==> config.mk <==
export PLATFORM = sky130hd
export DESIGN_NAME = cube_move_sequencer
export DESIGN_NICKNAME = d
export VERILOG_FILES = /design/src/rtl/rbot_motor_pkg.sv /design/src/rtl/cube_move_sequencer_tick_gen.sv /design/src/rtl/cube_move_sequencer.sv
export SDC_FILE = /design/constraint.sdc
export NUM_CORES = 1
export LEC_CHECK = 0
export ABC_AREA = 1
export CORE_ASPECT_RATIO = 0.7
export CORE_MARGIN = 1
export CORE_UTILIZATION = 45
export DETAILED_ROUTE_END_ITERATION = 10
export PLACE_DENSITY = 0.68
export SLEW_MARGIN = 20
export SYNTH_ARGS = -nofsm -noshare
export SYNTH_HDL_FRONTEND = slang
export SYNTH_SLANG_ARGS = --single-unit
==> constraint.sdc <==
create_clock -name clock -period 1.6 [get_ports clock]
set_input_delay 0.24 -clock clock [delete_from_list [all_inputs] [get_ports clock]]
set_output_delay 0.24 -clock clock [all_outputs]
set_load 0.02 [all_outputs]
==> src/rtl/rbot_motor_pkg.sv <==
// Shared types and constants for the cube robot motor path.
// Faces, directions and the move sequencer state encoding.
package rbot_motor_pkg;

  typedef enum logic [2:0] {
    IDLE,
    SETUP,
    STEP_HI,
    STEP_LO,
    SETTLE
  } state_t;

  localparam logic [2:0] FACE_U = 3'd0;
  localparam logic [2:0] FACE_D = 3'd1;
  localparam logic [2:0] FACE_L = 3'd2;
  localparam logic [2:0] FACE_R = 3'd3;
  localparam logic [2:0] FACE_F = 3'd4;
  localparam logic [2:0] FACE_B = 3'd5;
  localparam logic [2:0] NUM_FACES = 3'd6;

  localparam logic DIR_CW = 1'b1;

  // one-hot motor select; illegal faces shift out to zero
  function automatic logic [5:0] face_mask(
    input logic [2:0] f
  );
    return 6'b000001 << f;
  endfunction

endpackage

==> src/rtl/cube_move_sequencer_tick_gen.sv <==
// Restartable tick strobe divider for step pacing.
// Counts while run is high; clear forces the count to zero.
module tick_gen #(
  parameter int TICK_DIV = 250000,
  parameter int CNT_W    = 18
) (
  input  logic clock,
  input  logic reset_n,
  input  logic clear,
  input  logic run,
  output logic tick
);

  localparam logic [CNT_W-1:0] LAST =
    CNT_W'(TICK_DIV - 1);

  logic [CNT_W-1:0] cnt;

  assign tick = run && (cnt == LAST);

  // free-running divider that wraps on the last count
  always_ff @(posedge clock) begin
    if (!reset_n || clear) begin
      cnt <= '0;
    end else if (run) begin
      if (cnt == LAST) cnt <= '0;
      else             cnt <= cnt + 1'b1;
    end
  end

endmodule

==> src/rtl/cube_move_sequencer.sv <==
// Single-move sequencer for the six-stepper cube robot.
// Turns one face per command, paced by tick_gen.
module cube_move_sequencer
  import rbot_motor_pkg::*;
#(
  parameter int TICK_DIV          = 250000,
  parameter int STEPS_PER_QUARTER = 50,
  parameter int SETTLE_TICKS      = 10,
  parameter int CNT_W             = 18
) (
  input  logic       clock,
  input  logic       reset_n,
  input  logic       cmd_valid,
  output logic       cmd_ready,
  input  logic [2:0] cmd_face,
  input  logic       cmd_dir,
  input  logic       cmd_half,
  input  logic       abort,
  output logic [5:0] step,
  output logic [5:0] dir,
  output logic [5:0] enable,
  output logic       busy,
  output logic       done,
  output logic       err,
  output logic       aborted
);

  localparam int REM_W =
    $clog2(2 * STEPS_PER_QUARTER + 1);
  localparam int SET_W =
    $clog2(SETTLE_TICKS + 2);

  localparam logic [REM_W-1:0] REM_Q =
    REM_W'(STEPS_PER_QUARTER);
  localparam logic [REM_W-1:0] REM_H =
    REM_W'(2 * STEPS_PER_QUARTER);
  localparam logic [REM_W-1:0] REM_1 =
    REM_W'(1);
  localparam logic [SET_W-1:0] SET_N =
    SET_W'(SETTLE_TICKS);
  localparam logic [SET_W-1:0] SET_1 =
    SET_W'(1);

  state_t           state;
  logic [5:0]       mask;
  logic [REM_W-1:0] remaining;
  logic [SET_W-1:0] settle;
  logic             tick;
  logic             accept;
  logic             legal;
  logic             in_idle;

  assign in_idle   = (state == IDLE);
  assign cmd_ready = in_idle && reset_n;
  assign accept    = cmd_valid && cmd_ready;
  assign legal     = (cmd_face < NUM_FACES);

  tick_gen #(
    .TICK_DIV (TICK_DIV),
    .CNT_W    (CNT_W)
  ) u_tick (
    .clock   (clock),
    .reset_n (reset_n),
    .clear   (in_idle),
    .run     (!in_idle),
    .tick    (tick)
  );

  // move FSM with registered motor and status outputs
  always_ff @(posedge clock) begin
    if (!reset_n) begin
      state     <= IDLE;
      mask      <= '0;
      remaining <= '0;
      settle    <= '0;
      step      <= '0;
      dir       <= '0;
      enable    <= '0;
      busy      <= 1'b0;
      done      <= 1'b0;
      err       <= 1'b0;
      aborted   <= 1'b0;
    end else begin
      done    <= 1'b0;
      err     <= 1'b0;
      aborted <= 1'b0;
      if (!in_idle && abort) begin
        state   <= IDLE;
        step    <= '0;
        dir     <= '0;
        enable  <= '0;
        busy    <= 1'b0;
        aborted <= 1'b1;
      end else begin
        unique case (state)
          IDLE: begin
            if (accept && legal) begin
              state  <= SETUP;
              mask   <= face_mask(cmd_face);
              enable <= face_mask(cmd_face);
              dir    <= (cmd_dir == DIR_CW)
                        ? face_mask(cmd_face)
                        : '0;
              remaining <= cmd_half ? REM_H
                                    : REM_Q;
              busy   <= 1'b1;
            end else if (accept) begin
              err <= 1'b1;
            end
          end
          SETUP: begin
            if (tick) begin
              state <= STEP_HI;
              step  <= mask;
            end
          end
          STEP_HI: begin
            if (tick) begin
              state <= STEP_LO;
              step  <= '0;
            end
          end
          STEP_LO: begin
            if (tick) begin
              remaining <= remaining - 1'b1;
              if (remaining != REM_1) begin
                state <= STEP_HI;
                step  <= mask;
              end else if (SETTLE_TICKS == 0) begin
                state  <= IDLE;
                enable <= '0;
                dir    <= '0;
                busy   <= 1'b0;
                done   <= 1'b1;
              end else begin
                state  <= SETTLE;
                settle <= SET_N;
              end
            end
          end
          SETTLE: begin
            if (tick) begin
              settle <= settle - 1'b1;
              if (settle == SET_1) begin
                state  <= IDLE;
                enable <= '0;
                dir    <= '0;
                busy   <= 1'b0;
                done   <= 1'b1;
              end
            end
          end
          default: state <= IDLE;
        endcase
      end
    end
  end

endmodule

Yosys cells after proc, flatten, opt, wreduce, memory -nomap -nowiden
Index checks and enable logic that the tools add are counted.
Widths: inputs -> output; s select.
{"block": "classes", "magnitude_cmp": 1, "n_reduce_logical": 22, "mux": 36, "shifts": 1, "n_addsub": 3, "bitwise": 5, "eq_ne": 15}
{"op": "$mux 6", "n": 9}
{"op": "$pmux 6 s2", "n": 2}
{"op": "$mux 3", "n": 7}
{"op": "$mux 7", "n": 3}
{"op": "$add 18x1->18 const B", "n": 1}
{"op": "$eq 18x18->1 const B", "n": 1}
{"op": "$mux 18", "n": 1}
{"op": "$pmux 6 s3", "n": 1}
{"op": "$pmux 3 s5", "n": 1}
{"op": "$ne 2x2->1 const B", "n": 7}
{"op": "$pmux 7 s2", "n": 1}
{"op": "$mux 4", "n": 3}
{"op": "$reduce_and 5->1", "n": 2}
{"op": "$pmux 4 s2", "n": 1}
{"op": "$reduce_and 4->1", "n": 2}
{"op": "$reduce_or 4->1", "n": 2}
{"op": "$ne 7x1->1 const B", "n": 1}
{"op": "$sub 7x1->7 const B", "n": 1}
{"op": "$eq 3x2->1 const B", "n": 2}
{"op": "$mux 1", "n": 6}
{"op": "$reduce_and 6->1", "n": 1}
{"op": "$reduce_bool 2->1", "n": 3}
{"op": "$shl 1x3->6 const A", "n": 1}
{"op": "$logic_and 1x1->1", "n": 5}
{"op": "14 further kinds", "n": 19}
{"block": "totals", "register_bits": 60, "word_cells": 95, "output_inout_bits": 23, "in_bits": 9}

Longest topological paths before layout
{"block": "depth", "word_depth": 6, "ltp_mapped": 13, "depth_no_buf": 13}

Modules after synthesis
From an unflattened synthesis, not the netlist that was laid out.
{"block": "hier_totals", "cells_unflattened": 455, "area_unflattened_um2": 3071.7}
{"module": "cube_move_sequencer", "instances": 1, "seq_area_each_um2": 840.8, "area_each_um2": 2040.7, "cells_each": 298}
{"module": "tick_gen", "instances": 1, "seq_area_each_um2": 360.3, "area_each_um2": 1031.0, "cells_each": 157}

Worst setup path after synthesis
Ideal clock, no wire load.
{"block": "synth_path", "kind": "register to register", "startpoint": "register u_tick.cnt[0]", "endpoint": "register dir[0]", "required_ns": 1.468, "stages_incl_launch_ff": 12, "synth_period_minus_slack_ns": 1.545, "path_buffers": 1, "arrival_ns": 1.413, "setup_slack_ns": 0.055, "setup_time_ns": 0.132, "path_cell_list": "dfxtp_1 > ha_1 > nand2_1 > inv_2 > nand2_1 > nor2_1 > nand2_1 > o21ai_1 > nand2_2 > buf_4 > nand2_1 > a21oi_1"}
{"block": "synth_via", "elab_chain_len": 4}
{"item": "from (decl)", "line_no": "cube_move_sequencer_tick_gen.sv:17", "source": "logic [CNT_W-1:0] cnt;"}
{"item": "from (signal assigned)", "line_no": "cube_move_sequencer_tick_gen.sv:27", "source": "else cnt <= cnt + 1'b1;"}
{"item": "$eq 18x18->1", "line_no": "cube_move_sequencer_tick_gen.sv:19", "source": "assign tick = run && (cnt == LAST);"}
{"item": "$logic_and 1x1->1", "line_no": "cube_move_sequencer_tick_gen.sv:19"}
{"item": "$ne 2x2->1 (no source line)"}
{"item": "$reduce_and 4->1 (no source line)"}
{"item": "to (signal assigned)", "line_no": "cube_move_sequencer.sv:101", "source": "dir <= (cmd_dir == DIR_CW)"}
{"item": "to (decl)", "line_no": "cube_move_sequencer.sv:20", "source": "output logic [5:0] dir,"}
No other way between the ends.
A chain may end at the register's enable or synchronous reset.

Worst setup path in the final report
{"block": "layout_path", "startpoint": "register step[2]", "endpoint": "output port step[2]"}
{"item": "from (decl)", "line_no": "cube_move_sequencer.sv:19", "source": "output logic [5:0] step,"}
{"item": "from (signal assigned)", "line_no": "cube_move_sequencer.sv:114", "source": "step <= mask;"}
{"item": "from (signal assigned)", "line_no": "cube_move_sequencer.sv:128", "source": "step <= mask;"}
No word-level cell between the ends.

==> impl_results.md <==
* Die height at 68.81 um
* YS warnings at 0
* Crit path max fanout at 2
* Crit Reg-Reg Startpoint: u_tick.cnt[0]
* Antenna cells at 0
* Fin crit share at 97.68%
* CP peak stage delay at 620 ps
* Share of cells above drive strength 1 at 27.35%
* Synth Register Bits at 60
* PortBufs at 31
* Dominant cells by area after synthesis: dfxtp_1, nand2_1, a21oi_1, nor2_1, inv_1
* Clock Skews at 5.128 ps
* Setup WS pre-CTS at -151.9 ps
* Vias in the first global route at 2510
* Predominant post-synthesis flop cell: dfxtp_1
* Cell Count, Final, Fillers Out at 565
* Setup TNS at 0 ps
* Global-route wire length before repair at 11430 um
* Post-synth top area share at 41.87%
* Max-slew headroom at 66.64%
* Mapped Cells at 410
* Final hold slack at 462.7 ps
* CP arrival at 1320 ps
* R2R cell count at 10
* WP data required at 1360 ps
* Sequential area share after synthesis at 41.87%
* Detail Placement HPWL at 4944 um
* CTS Root Buffer Type: clkbuf_8
* Nets at 499
* Global Route met3 Usage at 6.452%
* GP Congestion at 0.8663
* Starting Density at 48.40%
* # Max-Cap Violations at 0
* Drt drc at 0
* Vias/cell at 5.122
* Pleak at 1.624 nW
* EDFF count, synth at 0
* FMAX at 0.6399 GHz
* Total GRT Usage at 21.86%
* Mapped Avg Cell Area at 6.998 sq um
* Vias at 2894
* M1 GR Usage at 30.70%
* Yosys cell types at 33
* Cts bufs inserted at 9
* Crit path cell chain: clkdlybuf4s50_1
* GRT overflow at 0
* Async S/R FF share, synth at 0%
* Fin. Hold Viols at 0
* GRT busiest layer: met2
* HP Start: dir[3]
* Drt wl/cell at 12.63 um
* Die width at 97.44 um
* Post-route antenna net violation count at 0
* RSZ-0062 raised after global routing: true
* Reg2Reg Setup Slack at 50 ps
* Buffer depth of the longest clock path at 2
* Cell Rows at 23
* Post-synth top area cell: dfxtp_1
* CTS tree: yes
* Critical Path End Type: output pin
* Hold-fix buffers, CTS at 0
* Synthesized cell area at 2869 sq um
* Skew-Pair Late Insertion Delay at 350 ps
* Most numerous cell in the Yosys netlist: nand2_1
* Peak supply drop at 0.0006099 V
* Synth cell count leaders: nand2_1, dfxtp_1, nor2_1
* Pwr dens at 1369 nW/um^2
* Crit path max-delay family: buffers and inverters
* Slowest-stage cell, CP: clkdlybuf4s50_1
* WHS Endpoint: dir[3]
* Crit Path Class: register to output pin
* Area delta synth->final at 38.03%
* Initial antenna violation count at 0
* Worst Slack Setup Final at 37.17 ps
* Status: completed
* Final setup viols at 0
* 1st-iter DRT viols at 204
* Core footprint at 5928 sq um
* Fin. max-slew vios at 0
* Type of the tightest min-delay check: register to register
* Worst r2r dst: dir[5]
* Critical path buffers and inverters at 1
* Worst Tran Pin Value at 498.5 ps
* Largest net degree at the start of global routing at 14
* Syn nets at 424
* Inst Count DP at 544
* WHS Path Cells at 2
* Met2 Track Usage GR at 31.47%
* Ports at 32
* Sink Count at 60
* CTS clock-pin slew for the worst setup and hold paths at 70 ps
* Minimum clock period at 1563 ps
* DRT Wirelength at 7136 um
* H-Tree Depth at 3
* Die area at 6704 sq um
* Filler instances at 502
* Critical path launch point type: register
* First-pass iteration count of the detailed router at 5
* Overall power at 5.422 mW
## worst reg2reg max path: cells and delay by family (launching register included)
kind / cells / cell delay (ps)
AO/OA/AOI/OAI: 2 / 290
adder cells (fa/ha/maj): 1 / 150
buffers and inverters: 1 / 70
flip-flops: 1 / 360
AND/OR/NAND/NOR: 6 / 580
## sequential cells by signal, indices dropped and copies added, names as in the netlist
register,cells
u_tick.cnt,18
remaining,7
dir,6
enable,6
mask,6
step,6
settle,4
state,3
aborted,1
busy,1
done,1
err,1
## placed cells by master (no fill, tap or decap), types with 3 or more instances in the layout
cell / Yosys / layout
nor2_4: 3 / 6
nand3_2: 1 / 6
ha_1: 5 / 3
nor3_1: 16 / 13
nand2_2: 3 / 12
dfxtp_1: 60 / 54
clkdlybuf4s50_1: 0 / 27
nor2_2: 4 / 6
clkinvlp_4: 0 / 6
nor3_4: 1 / 3
a21oi_1: 43 / 42
nor3_2: 3 / 4
o21ai_2: 0 / 4
dlymetal6s2s_1: 0 / 3
o21ai_1: 14 / 9
nand2_1: 85 / 70
inv_1: 42 / 40
or2_2: 3 / 3
o21ai_0: 5 / 5
nand3_1: 30 / 25
nor2_1: 53 / 48
xor2_1: 4 / 4
buf_6: 0 / 5
inv_2: 12 / 12
nand2_4: 1 / 8
dfxtp_2: 0 / 5
buf_4: 1 / 33
nand4_1: 4 / 4
clkbuf_8: 0 / 9
## power breakdown
part	leakage (nW)	internal, mW	switching (mW)
registers	0.488	1.64	0.120
logic	1.07	0.893	1.55
clock network	0.0697	0.561	0.658
## stage by stage
stage	utilization (%)	cell area (sq um)
global placement	59.01	3498
floorplan	-	2869
CTS	63.19	3746
global route	66.80	3960
finish	66.80	3960
detailed placement	59.01	3498
## metal layers
| metal | share of wire (%) | vias up |
|---|---|---|
| li1 | - | 1486 |
| met1 | 51 | 1317 |
| met2 | 42 | 77 |
| met3 | 6.0 | 14 |
| met4 | 1.6 | 0 |
| met5 | 0 | - |
## cells by family after synthesis
group	count (synthesis)	synth area share, %
and+or+nand+nor	212	33.84
xor gates and xnor gates	4	1.221
DFF	60	41.87
buffers and inverters	60	8.111
adders and majority gates	5	2.181
AOI/OAI and AO/OA	69	12.78
## final cells by class
cell class	instances	area (sq um)	area share, %
clock buffers	9	123.9	3.128
clock inverters	7	53.80	1.359
inverters	54	207.7	5.245
multi-input cells	291	1653	41.74
flip-flops and latches	60	1211	30.58
well taps	75	93.84	2.370
repair buffers	69	616.8	15.58
## timing repair
item                                    CTS  global route
endpoints found under the setup margin   35            49
pin swaps                                 4            11
buffers inserted                          2             2
resized for setup                        15            61
gates cloned                              1             0
## worst max-delay path by stage
stage | endpoint | slack (ps) | cells past startpoint | startpoint
2_1_floorplan | dir[0] | 60 | 11 | u_tick.cnt[0]
3_3_place_gp | cmd_ready | -140 | 4 | reset_n
3_5_place_dp | cmd_ready | -150 | 4 | reset_n
4_1_cts | cmd_ready | -20 | 4 | state[1]
5_1_grt | settle[3] | -60 | 12 | u_tick.cnt[0]
6_report | step[2] | 40 | 1 | step[2]
Power figures use the tool's default switching activity.
